--- config.mk ---
export PLATFORM = sky130hd
export DESIGN_NAME = demultiplexor_1in_3out_reg_flat
export DESIGN_NICKNAME = d
export VERILOG_FILES = /design/src/rtl/demultiplexor_1in_3out_reg_pkg.sv /design/src/rtl/demultiplexor_1in_3out_reg_if.sv /design/src/rtl/demux_out_slot.sv /design/src/rtl/demultiplexor_1in_3out_reg.sv /design/src/flat_wrapper.sv
export SDC_FILE = /design/constraint.sdc
export NUM_CORES = 1
export LEC_CHECK = 0
export BUFFER_PORTS_ARGS = -buffer_cell sky130_fd_sc_hd__buf_2
export CAP_MARGIN = 20
export CORE_ASPECT_RATIO = 0.75
export CORE_MARGIN = 5
export CORE_UTILIZATION = 51
export CTS_BUF_LIST = sky130_fd_sc_hd__clkbuf_8
export CTS_CLUSTER_DIAMETER = 200
export DETAILED_ROUTE_END_ITERATION = 6
export GPL_TIMING_DRIVEN = 0
export PLACE_DENSITY = 0.81
export SYNTH_ARGS = -nofsm -noshare
export SYNTH_HDL_FRONTEND = slang
export SYNTH_SLANG_ARGS = --single-unit
--- constraint.sdc ---
create_clock -name clk -period 1.7 [get_ports clk]
set_input_delay 0.085 -clock clk [delete_from_list [all_inputs] [get_ports clk]]
set_output_delay 0.085 -clock clk [all_outputs]
set_load 0.01 [all_outputs]
--- src/rtl/demultiplexor_1in_3out_reg_pkg.sv ---
// Shared definitions for the registered 1-to-3 demultiplexer.
// Optional build macro DEMUX_SKID_EN selects 2-entry channel buffers.
package demultiplexor_1in_3out_reg_pkg;

  localparam int unsigned DefaultDb = 16;
  localparam int unsigned DefaultCw = 8;

  // Destination select encodings
  localparam logic [1:0] SEL_C       = 2'd0;
  localparam logic [1:0] SEL_B       = 2'd1;
  localparam logic [1:0] SEL_A       = 2'd2;
  localparam logic [1:0] SEL_ILLEGAL = 2'd3;

  // Per-channel occupancy; OccTwo is only reachable with DEMUX_SKID_EN
  typedef enum logic [1:0] {
    OccEmpty = 2'd0,
    OccOne   = 2'd1,
    OccTwo   = 2'd2
  } occ_e;

  function automatic logic sel_is_illegal(input logic [1:0] sel);
    return sel == SEL_ILLEGAL;
  endfunction

endpackage

--- src/rtl/demultiplexor_1in_3out_reg_if.sv ---
// Producer/consumer bundle of the 1-to-3 demultiplexer.
// The master side is the environment (producer plus three consumers); the slave side is the block.
interface demultiplexor_1in_3out_reg_if #(
  parameter int unsigned DB = 16,
  parameter int unsigned CW = 8
);

  logic [DB-1:0] DatoIn;
  logic [1:0]    Sel;
  logic          InValid;
  logic          InReady;
  logic [DB-1:0] SalidaA;
  logic [DB-1:0] SalidaB;
  logic [DB-1:0] SalidaC;
  logic          ValidA;
  logic          ValidB;
  logic          ValidC;
  logic          ReadyA;
  logic          ReadyB;
  logic          ReadyC;
  logic [CW-1:0] DropCount;

  modport master (
    output DatoIn, Sel, InValid, ReadyA, ReadyB, ReadyC,
    input  InReady, SalidaA, SalidaB, SalidaC, ValidA, ValidB, ValidC, DropCount
  );

  modport slave (
    input  DatoIn, Sel, InValid, ReadyA, ReadyB, ReadyC,
    output InReady, SalidaA, SalidaB, SalidaC, ValidA, ValidB, ValidC, DropCount
  );

endinterface

--- src/rtl/demux_out_slot.sv ---
// One output channel buffer of the demultiplexer.
// Base build: single register (empty/full), can_accept is combinational through i_ready.
// DEMUX_SKID_EN: main register plus skid register, can_accept from registered occupancy only.
module demux_out_slot
  import demultiplexor_1in_3out_reg_pkg::*;
#(
  parameter int unsigned DB = DefaultDb
) (
  input  logic          clk,
  input  logic          rst_n,
  input  logic          i_load,
  input  logic [DB-1:0] i_data,
  output logic          o_valid,
  input  logic          i_ready,
  output logic [DB-1:0] o_data,
  output logic          o_can_accept
);

  occ_e          r_occ;
  occ_e          w_occ_next;
  logic [DB-1:0] r_data;
  logic [DB-1:0] w_data_next;

`ifdef DEMUX_SKID_EN
  logic [DB-1:0] r_skid;
  logic [DB-1:0] w_skid_next;

  // Occupancy and data next-state; the skid register only fills while the head word stalls
  always_comb begin
    w_occ_next  = r_occ;
    w_data_next = r_data;
    w_skid_next = r_skid;
    unique case (r_occ)
      OccEmpty: begin
        if (i_load) begin
          w_data_next = i_data;
          w_occ_next  = OccOne;
        end
      end
      OccOne: begin
        if (i_load && i_ready) begin
          w_data_next = i_data;
        end else if (i_load) begin
          w_skid_next = i_data;
          w_occ_next  = OccTwo;
        end else if (i_ready) begin
          w_occ_next = OccEmpty;
        end
      end
      OccTwo: begin
        if (i_ready) begin
          w_data_next = r_skid;
          w_occ_next  = OccOne;
        end
      end
      default: w_occ_next = OccEmpty;
    endcase
    o_can_accept = (r_occ != OccTwo);
  end

  // Skid register
  always_ff @(posedge clk or negedge rst_n) begin
    if (!rst_n) begin
      r_skid <= '0;
    end else begin
      r_skid <= w_skid_next;
    end
  end
`else
  // Occupancy and data next-state; a load into a full slot only happens while it drains
  always_comb begin
    w_occ_next  = r_occ;
    w_data_next = r_data;
    unique case (r_occ)
      OccEmpty: begin
        if (i_load) begin
          w_data_next = i_data;
          w_occ_next  = OccOne;
        end
      end
      OccOne: begin
        if (i_load) begin
          w_data_next = i_data;
        end else if (i_ready) begin
          w_occ_next = OccEmpty;
        end
      end
      default: w_occ_next = OccEmpty;
    endcase
    o_can_accept = (r_occ == OccEmpty) || i_ready;
  end
`endif

  // Occupancy and head data registers
  always_ff @(posedge clk or negedge rst_n) begin
    if (!rst_n) begin
      r_occ  <= OccEmpty;
      r_data <= '0;
    end else begin
      r_occ  <= w_occ_next;
      r_data <= w_data_next;
    end
  end

  assign o_valid = (r_occ != OccEmpty);
  assign o_data  = r_data;

endmodule

--- src/rtl/demultiplexor_1in_3out_reg.sv ---
// Registered 1-to-3 demultiplexer: steers one word per cycle into channel A, B or C by Sel,
// drops Sel=3 words and counts them in a saturating counter.
// Build macro DEMUX_SKID_EN turns each channel into a 2-entry skid buffer.
module demultiplexor_1in_3out_reg
  import demultiplexor_1in_3out_reg_pkg::*;
#(
  parameter int unsigned DB = DefaultDb,
  parameter int unsigned CW = DefaultCw
) (
  input logic                         clk,
  input logic                         rst_n,
  demultiplexor_1in_3out_reg_if.slave io_bus
);

  logic          w_load_a;
  logic          w_load_b;
  logic          w_load_c;
  logic          w_can_a;
  logic          w_can_b;
  logic          w_can_c;
  logic          w_drop;
  logic [CW-1:0] r_drop_count;
  logic [CW-1:0] w_drop_count_next;

  // Ready towards the producer and per-channel load strobes
  always_comb begin
    io_bus.InReady = 1'b1;
    unique case (io_bus.Sel)
      SEL_A:   io_bus.InReady = w_can_a;
      SEL_B:   io_bus.InReady = w_can_b;
      SEL_C:   io_bus.InReady = w_can_c;
      default: io_bus.InReady = 1'b1;
    endcase
    w_load_a = io_bus.InValid && (io_bus.Sel == SEL_A) && w_can_a;
    w_load_b = io_bus.InValid && (io_bus.Sel == SEL_B) && w_can_b;
    w_load_c = io_bus.InValid && (io_bus.Sel == SEL_C) && w_can_c;
    w_drop   = io_bus.InValid && sel_is_illegal(io_bus.Sel);
  end

  // Saturating drop counter next-state
  always_comb begin
    w_drop_count_next = r_drop_count;
    if (w_drop && (r_drop_count != {CW{1'b1}})) begin
      w_drop_count_next = r_drop_count + 1'b1;
    end
  end

  // Drop counter register
  always_ff @(posedge clk or negedge rst_n) begin
    if (!rst_n) begin
      r_drop_count <= '0;
    end else begin
      r_drop_count <= w_drop_count_next;
    end
  end

  assign io_bus.DropCount = r_drop_count;

  demux_out_slot #(.DB(DB)) u_slot_a (
    .clk          (clk),
    .rst_n        (rst_n),
    .i_load       (w_load_a),
    .i_data       (io_bus.DatoIn),
    .o_valid      (io_bus.ValidA),
    .i_ready      (io_bus.ReadyA),
    .o_data       (io_bus.SalidaA),
    .o_can_accept (w_can_a)
  );

  demux_out_slot #(.DB(DB)) u_slot_b (
    .clk          (clk),
    .rst_n        (rst_n),
    .i_load       (w_load_b),
    .i_data       (io_bus.DatoIn),
    .o_valid      (io_bus.ValidB),
    .i_ready      (io_bus.ReadyB),
    .o_data       (io_bus.SalidaB),
    .o_can_accept (w_can_b)
  );

  demux_out_slot #(.DB(DB)) u_slot_c (
    .clk          (clk),
    .rst_n        (rst_n),
    .i_load       (w_load_c),
    .i_data       (io_bus.DatoIn),
    .o_valid      (io_bus.ValidC),
    .i_ready      (io_bus.ReadyC),
    .o_data       (io_bus.SalidaC),
    .o_can_accept (w_can_c)
  );

endmodule

--- src/flat_wrapper.sv ---
// flat-port wrapper written by rule: the top's interface ports become plain ports
module demultiplexor_1in_3out_reg_flat import demultiplexor_1in_3out_reg_pkg::*;
#(
  parameter int unsigned DB = DefaultDb,
  parameter int unsigned CW = DefaultCw
)
  (clk, rst_n, io_bus_DatoIn, io_bus_Sel, io_bus_InValid, io_bus_ReadyA, io_bus_ReadyB, io_bus_ReadyC, io_bus_InReady, io_bus_SalidaA, io_bus_SalidaB, io_bus_SalidaC, io_bus_ValidA, io_bus_ValidB, io_bus_ValidC, io_bus_DropCount);
  demultiplexor_1in_3out_reg_if #(.DB(DB), .CW(CW)) io_bus_i ();
  input logic clk;
  input logic rst_n;
  input wire logic [$bits(io_bus_i.DatoIn)-1:0] io_bus_DatoIn;
  input wire logic [$bits(io_bus_i.Sel)-1:0] io_bus_Sel;
  input wire logic [$bits(io_bus_i.InValid)-1:0] io_bus_InValid;
  input wire logic [$bits(io_bus_i.ReadyA)-1:0] io_bus_ReadyA;
  input wire logic [$bits(io_bus_i.ReadyB)-1:0] io_bus_ReadyB;
  input wire logic [$bits(io_bus_i.ReadyC)-1:0] io_bus_ReadyC;
  output wire logic [$bits(io_bus_i.InReady)-1:0] io_bus_InReady;
  output wire logic [$bits(io_bus_i.SalidaA)-1:0] io_bus_SalidaA;
  output wire logic [$bits(io_bus_i.SalidaB)-1:0] io_bus_SalidaB;
  output wire logic [$bits(io_bus_i.SalidaC)-1:0] io_bus_SalidaC;
  output wire logic [$bits(io_bus_i.ValidA)-1:0] io_bus_ValidA;
  output wire logic [$bits(io_bus_i.ValidB)-1:0] io_bus_ValidB;
  output wire logic [$bits(io_bus_i.ValidC)-1:0] io_bus_ValidC;
  output wire logic [$bits(io_bus_i.DropCount)-1:0] io_bus_DropCount;
  assign io_bus_i.DatoIn = io_bus_DatoIn;
  assign io_bus_i.Sel = io_bus_Sel;
  assign io_bus_i.InValid = io_bus_InValid;
  assign io_bus_i.ReadyA = io_bus_ReadyA;
  assign io_bus_i.ReadyB = io_bus_ReadyB;
  assign io_bus_i.ReadyC = io_bus_ReadyC;
  assign io_bus_InReady = io_bus_i.InReady;
  assign io_bus_SalidaA = io_bus_i.SalidaA;
  assign io_bus_SalidaB = io_bus_i.SalidaB;
  assign io_bus_SalidaC = io_bus_i.SalidaC;
  assign io_bus_ValidA = io_bus_i.ValidA;
  assign io_bus_ValidB = io_bus_i.ValidB;
  assign io_bus_ValidC = io_bus_i.ValidC;
  assign io_bus_DropCount = io_bus_i.DropCount;
  demultiplexor_1in_3out_reg #(.DB(DB), .CW(CW)) u_core (.clk(clk), .rst_n(rst_n), .io_bus(io_bus_i));
endmodule
==> results of run 1 <==
## through the flow
stage	utilization	instances	hold slack (ns)	instance area [sq um]	setup slack [ns]
after global placement	0.6452	299	0.3363	2933	0.03651
after floorplan	-	160	-0.2106	2451	0.1846
after CTS	0.6909	317	0.009281	3141	0.01875
final	0.6942	319	0.02124	3156	0.1122
after global routing	0.6942	319	0.004013	3156	0.05621
after detailed placement	0.6496	300	0.1212	2953	0.03716
## sequential cells by signal, summed over array words and instances, names as in the netlist
signal,count
u_core.io_bus.DropCount,8
u_core.u_slot_a.o_data,16
u_core.u_slot_a.r_occ,1
u_core.u_slot_b.o_data,16
u_core.u_slot_b.r_occ,1
u_core.u_slot_c.o_data,16
u_core.u_slot_c.r_occ,1
## layout make-up
class / instances / area (sq um)
Timing Repair Buffer: 87 / 465.4
Multi-Input combinational cell: 96 / 915.9
Buffer: 5 / 58.81
Clock buffer: 10 / 137.6
Clock inverter: 5 / 30.03
Fill cell: 329 / 1390
Tap cell: 57 / 71.32
Sequential cell: 59 / 1476
## layer usage
| metal | share of wire | vias up |
|---|---|---|
| met1 | 0.45 | 782 |
| met3 | 0.067 | 7 |
| met5 | 0 | - |
| met4 | 0.0072 | 0 |
| li1 | - | 773 |
| met2 | 0.48 | 48 |
## final timing paths
path	endpoint	slack (ns)
hold / removal	u_core.u_slot_a.o_data[8]$_DFFE_PN0P_	0.02
setup / recovery	u_core.io_bus.DropCount[1]$_DFFE_PN0P_	0.11
max in group asynchronous	u_core.u_slot_b.o_data[8]$_DFFE_PN0P_	0.80
min in group asynchronous	u_core.u_slot_a.o_data[1]$_DFFE_PN0P_	0.30
hold reg to reg	u_core.u_slot_b.o_data[15]$_DFFE_PN0P_	0.49
setup reg to reg	u_core.io_bus.DropCount[1]$_DFFE_PN0P_	0.11
## cells in the mapped netlist, types with 2 or more instances
cell type / n / share of area
sky130_fd_sc_hd__a31oi_1: 3 / 0.0077
sky130_fd_sc_hd__and3_1: 4 / 0.010
sky130_fd_sc_hd__buf_6: 3 / 0.014
sky130_fd_sc_hd__dfrtp_1: 59 / 0.60
sky130_fd_sc_hd__mux2_2: 41 / 0.19
sky130_fd_sc_hd__mux2_4: 10 / 0.061
sky130_fd_sc_hd__mux2i_1: 2 / 0.0082
sky130_fd_sc_hd__nand2_1: 7 / 0.011
sky130_fd_sc_hd__nand2b_1: 4 / 0.010
sky130_fd_sc_hd__nand3_1: 4 / 0.0082
sky130_fd_sc_hd__nand4_1: 3 / 0.0077
sky130_fd_sc_hd__nor2_1: 2 / 0.0031
sky130_fd_sc_hd__o21ai_0: 4 / 0.0082
## report_power, final
group	internal [W]	leakage [nW]	switching, W
logic	0.000532	0.750	0.000471
clock network	0.000551	0.0839	0.000503
registers	0.00171	0.711	0.000216
## kinds of logic after synthesis
kind of cell,share of synthesized area
DFF,0.6023
xor gates and xnor gates,0.003574
and+or+nand+nor,0.08015
buffers and inverters,0.02399
AOI/OAI and AO/OA,0.02246
muxes,0.2624
adders and majority gates,0.005104
## worst reg2reg max path, stage by stage (launching register included)
cell,delay (ns)
sky130_fd_sc_hd__dfrtp_1,0.42
sky130_fd_sc_hd__ha_1,0.25
sky130_fd_sc_hd__nand3_1,0.14
sky130_fd_sc_hd__o21ai_1,0.29
sky130_fd_sc_hd__mux2_2,0.37
## what timing repair did
| action | in CTS | in global routing |
|---|---|---|
| endpoints found under the hold margin | 25 | 0 |
| resized for setup | 0 | 1 |
| hold buffers | 2 | 0 |
| buffers inserted | 0 | 2 |
| endpoints found under the setup margin | 0 | 11 |
==> impl_metrics.ini, run 1 <==
[cts]
cts_sinks = 59
clk_root_buffer_cell = sky130_fd_sc_hd__clkbuf_8
tritoncts.num_buffers = 9
ctsLongestPathBuffers = 2
clock_tree_from_tritoncts = yes
clkLatencyLatePin_ns = 0.32
worst_setup_hold_path_clk_slew_ns = 0.06
cts-htree-levels = 3

[floorplanning]
num_rows = 21
fp.dieArea_sq_mm = 0.006307
die_width_um = 90.05
io_pins = 84
fp.coreArea_sq_mm = 0.004546
floorplan.die.height_um = 70.04
floorplan.initialDensity = 0.5392

[worst_setup_path]
critical-path-slowest-cell = sky130_fd_sc_hd__dfrtp_1
crit_end_category = flop
cpPeakStageDelay_ns = 0.42
depth_of_the_worst_register_to_register_path = 4
setup.worst_path.class = flop to flop
required_ns = 1.90
timing.critical_path.from = u_core.io_bus.DropCount[0]$_DFFE_PN0P_
timing.critical_path.depth = 4
worst-endpoint-arrival_ns = 1.79
family_with_the_most_delay_on_the_worst_path = flip-flops
cp_num_buf_inv = 0
reg2reg_from = u_core.io_bus.DropCount[0]$_DFFE_PN0P_
critical_path_peak_fanout = 5
worstSetupStartpointType = flop
timing.critical_path.cells = ha_1 -> nand3_1 -> o21ai_1 -> mux2_2

[timing]
fin_crit_ns = 1.588
timing.max_slew.rel_slack = 0.6019
rsz0062_at_grt = no
timing.final.hold_violations = 0
timing.clock.skew_ns = 0.007837
finalSetupTns_ns = 0
final.period_utilization = 0.9340
worst_slew_pin_slew_ns = 0.5971
clock.fmax_ghz = 0.6298
setup-violations-final = 0
timing.final.max_slew_violations = 0

[routing]
via_per_inst = 5.047
remaining_drc_errors = 0
drt-total-wl_um = 5163
route.vias.total = 1610
detailedRoute.firstPassIterationCount = 4
drt-wirelength-per-cell_um = 16.18
detailedRoute.firstIterationViolations = 50
postRouteAntennaNets = 0

[logic_synthesis]
postSynth.asyncResetShare = 1.000
synth_area_sq_mm = 0.002451
predominant_post_synthesis_flop_cell = sky130_fd_sc_hd__dfrtp_1
synth_cell_type_count = 27
synth-edff-count = 0
synthesis_stage_register_bit_count = 59
synth_nets = 185
synth_seq_area_share = 0.6023
synth.avg_cell_area_sq_um = 15.32
yosysWarningCount = 0
synthesis.instances = 160

[global_routing]
grt_pass1_vias = 1645
grt_max_degree = 36
globalRouteOverflowTotal = 0
met1_usage = 0.2232
use_met3 = 0.06223
met2_usage = 0.2679
grt_first_pass_wirelength_um = 8569
global_route.usage.total = 0.1700
global_route.peak_usage_layer = met2
antenna_found_initial = 0

[place]
hpwl_um = 3871
place.port_buffers = 82
routabilityCongestion = 0.7956

[power_and_ir_drop]
static-leakage-power_nw = 1.545
power.total_w = 0.003983
vdd.ir_drop.worst_mv = 0.7349
powerDensity_mw_per_mm2 = 1262

[finish]
area.growth.synth_to_final_pct = 28.74
final_nets = 283
layout_common_cells = sky130_fd_sc_hd__buf_2 (83), sky130_fd_sc_hd__dfrtp_1 (59), sky130_fd_sc_hd__mux2_2 (41), sky130_fd_sc_hd__mux2_4 (10), sky130_fd_sc_hd__clkbuf_8 (10)
insertedDiodeCount = 0
drive_above_1_share = 0.6107
mostFrequentLayoutCell = sky130_fd_sc_hd__buf_2

[min_path]
hold_start = io_bus_DatoIn[8]
whs_path_depth = 2
min-delay-path-class = input pin to flop

[outcome]
status = complete, no violations

[flow_run]
drv.max_cap_violation_count = 0
(Power assumes the default switching activity.)
==> inputs of run 2 (changes only) <==
--- a/config.mk
+++ b/config.mk
@@ -5,6 +5,7 @@
 export SDC_FILE = /design/constraint.sdc
 export NUM_CORES = 1
 export LEC_CHECK = 0
+export ABC_AREA = 1
 export BUFFER_PORTS_ARGS = -buffer_cell sky130_fd_sc_hd__buf_2
 export CAP_MARGIN = 20
 export CORE_ASPECT_RATIO = 0.75
@@ -14,7 +15,7 @@
 export CTS_CLUSTER_DIAMETER = 200
 export DETAILED_ROUTE_END_ITERATION = 6
 export GPL_TIMING_DRIVEN = 0
-export PLACE_DENSITY = 0.81
+export PLACE_DENSITY = 0.82
 export SYNTH_ARGS = -nofsm -noshare
 export SYNTH_HDL_FRONTEND = slang
 export SYNTH_SLANG_ARGS = --single-unit
==> constraint.sdc (replaced) <==
create_clock -name clk -period 1.7 [get_ports clk]
set_input_delay 0.255 -clock clk [delete_from_list [all_inputs] [get_ports clk]]
set_output_delay 0.255 -clock clk [all_outputs]
set_load 0.01 [all_outputs]
==> impl_metrics.ini, run 2 <==
[logic_synthesis]
yosysTopAreaCell = sky130_fd_sc_hd__dfrtp_1
predominant_post_synthesis_flop_cell = sky130_fd_sc_hd__dfrtp_1
synth_area_sq_mm = 0.002354
synth.avg_cell_area_sq_um = 9.193
synth-edff-count = 0
yosysWarningCount = 0
post-synth-top-area-fraction = 0.6273
synth_compound_area_frac = 0.1063
synth_nets = 281
synthMuxAreaShare = 0
postSynth.asyncResetShare = 1.000
yosys-top-cells-area = sky130_fd_sc_hd__dfrtp_1 (63%), sky130_fd_sc_hd__nand2_1 (14%), sky130_fd_sc_hd__o21ai_0 (9.8%)
synthesis.instances = 256
synth_seq_area_share = 0.6273
yosys.area_share.adder = 0.005316
synth_cell_type_count = 17
synth_common_cells = sky130_fd_sc_hd__nand2_1 (89), sky130_fd_sc_hd__dfrtp_1 (59), sky130_fd_sc_hd__o21ai_0 (46), sky130_fd_sc_hd__inv_1 (26), sky130_fd_sc_hd__buf_2 (8)
synth.most_common_cell = sky130_fd_sc_hd__nand2_1
synth_xor_area_frac = 0.01116
yosys.area_share.simple = 0.1866
synthesis_stage_register_bit_count = 59
combinational_family_with_the_most_area_after_synthesis = simple AND/OR/NAND/NOR gates

[finish]
final_instance_count_without_filler_cells = 412
area.growth.synth_to_final_pct = 29.08
drive_above_1_share = 0.3155
mostFrequentLayoutCell = sky130_fd_sc_hd__buf_2
nFillCells = 394
layout_common_cells = sky130_fd_sc_hd__buf_2 (91), sky130_fd_sc_hd__nand2_1 (89), sky130_fd_sc_hd__dfrtp_1 (59), sky130_fd_sc_hd__o21ai_0 (46), sky130_fd_sc_hd__inv_1 (27)
final_nets = 377
insertedDiodeCount = 0

[worst_setup_path]
timing.critical_path.to = u_core.io_bus.DropCount[7]$_DFFE_PN0P_
crit_end_category = flop
setup.worst_path.class = flop to flop
timing.critical_path.cells = ha_1 -> nand3_1 -> inv_1 -> nand2_1 -> nand2_2 -> inv_2 -> nand2_1 -> nand2_1
reg2reg_from = u_core.io_bus.DropCount[0]$_DFFE_PN0P_
cpPeakStageDelay_ns = 0.44
critical-path-slowest-cell = sky130_fd_sc_hd__dfrtp_1
critical-path-top-cell-by-count = sky130_fd_sc_hd__nand2_1
timing.critical_path.from = u_core.io_bus.DropCount[0]$_DFFE_PN0P_
timing.rr.end = u_core.io_bus.DropCount[7]$_DFFE_PN0P_
critical_path_peak_fanout = 9
worstSetupStartpointType = flop
depth_of_the_worst_register_to_register_path = 8
worst-endpoint-arrival_ns = 1.74
required_ns = 1.92
reg2reg_setup_slack_ns = 0.18

[timing]
worst_slew_pin_slew_ns = 0.6160
setup-violations-final = 0
fin_crit_ns = 1.521
timing.max_slew.rel_slack = 0.5893
finalSetupTns_ns = 0
final.period_utilization = 0.8945
timing.final.max_slew_violations = 0
timing.final.hold_violations = 0
rsz0062_at_grt = no
timing.clock.skew_ns = 0.007273
clock.fmax_ghz = 0.6576

[place]
place.port_buffers = 83
placedCellCount = 397
routabilityCongestion = 0.7936
hpwl_um = 4387

[floorplanning]
io_pins = 84
fp.dieArea_sq_mm = 0.006087
floorplan.die.height_um = 68.83
num_rows = 21
die_width_um = 88.44
fp.coreArea_sq_mm = 0.004467
floorplan.initialDensity = 0.5269

[global_routing]
global_route.usage.total = 0.2191
grt_first_pass_wirelength_um = 9798
globalRouteOverflowTotal = 0
grt_pass1_vias = 2089
antenna_found_initial = 0
grt_max_degree = 35

[routing]
via_per_inst = 5.000
detailedRoute.firstIterationViolations = 151
drt-wirelength-per-cell_um = 14.50
route.vias.total = 2060
postRouteAntennaNets = 0
detailedRoute.firstPassIterationCount = 4
remaining_drc_errors = 0
drt-total-wl_um = 5976

[flow_run]
drv.max_cap_violation_count = 0

[cts]
ctsResizeCount = 0
post_cts.repair.setup_buffers = 0
tritoncts.num_buffers = 9
ctsLongestPathBuffers = 2
cts_sinks = 59
clock_tree_from_tritoncts = yes
clk_root_buffer_cell = sky130_fd_sc_hd__clkbuf_8
cts-htree-levels = 3
clkLatencyLatePin_ns = 0.33
worst_setup_hold_path_clk_slew_ns = 0.06

[power_and_ir_drop]
static-leakage-power_nw = 1.724
vdd.ir_drop.worst_mv = 0.7274
powerDensity_mw_per_mm2 = 1215
power.total_w = 0.003692

[outcome]
status = complete, no violations

[min_path]
min-delay-path-class = input pin to flop
-- run 2: cell types whose count changed in the layout (fill, tap and decap cells not counted), moves of 3 or more --
cell,change
sky130_fd_sc_hd__and3_1,-4
sky130_fd_sc_hd__o21ai_0,+43
sky130_fd_sc_hd__inv_1,+27
sky130_fd_sc_hd__nand4_2,+3
sky130_fd_sc_hd__nand2b_1,-4
sky130_fd_sc_hd__a31oi_1,-3
sky130_fd_sc_hd__o21ai_1,+3
sky130_fd_sc_hd__mux2_4,-10
sky130_fd_sc_hd__nand2_1,+82
sky130_fd_sc_hd__mux2_2,-41
sky130_fd_sc_hd__nor2_1,+3
sky130_fd_sc_hd__buf_6,-3
sky130_fd_sc_hd__buf_2,+8
-- run 2: final cells by class --
| type | instances | area [sq um] | share of cell area |
|---|---|---|---|
| timing repair buffer | 85 | 445.4 | 0.1466 |
| sequential | 59 | 1476 | 0.4860 |
| buffer | 9 | 43.79 | 0.01442 |
| inverter | 28 | 105.1 | 0.03460 |
| multi-input combinational | 160 | 728.2 | 0.2397 |
| tap | 57 | 71.32 | 0.02348 |
| clock inverter | 3 | 16.27 | 0.005354 |
| clock buffer | 11 | 151.4 | 0.04984 |
-- run 2: worst min path at each step --
stage	depth (start not counted)	end	slack, ns	start
2_1_floorplan	0	u_core.io_bus.DropCount[0]$_DFFE_PN0P_	-0.04	rst_n
3_3_place_gp	2	u_core.u_slot_c.o_data[2]$_DFFE_PN0P_	0.46	u_core.u_slot_c.o_data[2]$_DFFE_PN0P_
3_5_place_dp	1	u_core.io_bus.DropCount[7]$_DFFE_PN0P_	0.30	rst_n
4_1_cts	3	u_core.u_slot_b.o_data[13]$_DFFE_PN0P_	0.19	io_bus_DatoIn[13]
5_1_grt	3	u_core.u_slot_b.o_data[5]$_DFFE_PN0P_	0.20	io_bus_DatoIn[5]
6_report	3	u_core.u_slot_b.o_data[13]$_DFFE_PN0P_	0.21	io_bus_DatoIn[13]
-- run 2: per-layer routing --
| layer | part of all wire | vias up | global-route usage |
|---|---|---|---|
| li1 | - | 997 | - |
| met1 | 0.45 | 986 | 0.2862 |
| met2 | 0.46 | 73 | 0.3340 |
| met3 | 0.087 | 4 | 0.09857 |
| met4 | 0.0045 | 0 | 0.06038 |
| met5 | 0 | - | 0 |
-- run 2: where the power goes --
group	total, W	internal (W)	leakage [nW]	switching (W)
Sequential	0.00182	0.00165	0.746	0.000169
Combinational	0.000777	0.000328	0.890	0.000449
Clock	0.00109	0.000584	0.0885	0.000510
Total	0.00369	0.00256	1.72	0.00113
-- run 2: stage by stage --
step           instance area (sq um)  hold WS (ns)  setup WS (ns)    util
6_report                        3038        0.2087         0.1793  0.6801
5_1_grt                         3038        0.2017        0.01518  0.6801
4_1_cts                         3038        0.1918         0.2001  0.6801
3_5_place_dp                    2860        0.3023         0.2097  0.6403
3_3_place_gp                    2840        0.4606         0.2837  0.6359
2_1_floorplan                   2354      -0.04059         0.4067       -
-- run 2: timing repair --
action	in CTS	in global routing
hold endpoints to repair	25	0
hold buffers	1	0
setup endpoints to repair	0	0
-- run 2: cells by family after synthesis --
logic type | after synthesis
buffers and inverters | 37
xor gates and xnor gates | 3
DFF | 59
adders and majority gates | 1
AOI/OAI and AO/OA | 50
and+or+nand+nor | 106
-- run 2: worst max-delay path, delay by kind of cell, from the launching register on --
family	cells	cell delay, ns
AND/OR/NAND/NOR	5	0.53
flip-flops	1	0.44
adder cells (fa/ha/maj)	1	0.22
buffers and inverters	2	0.21
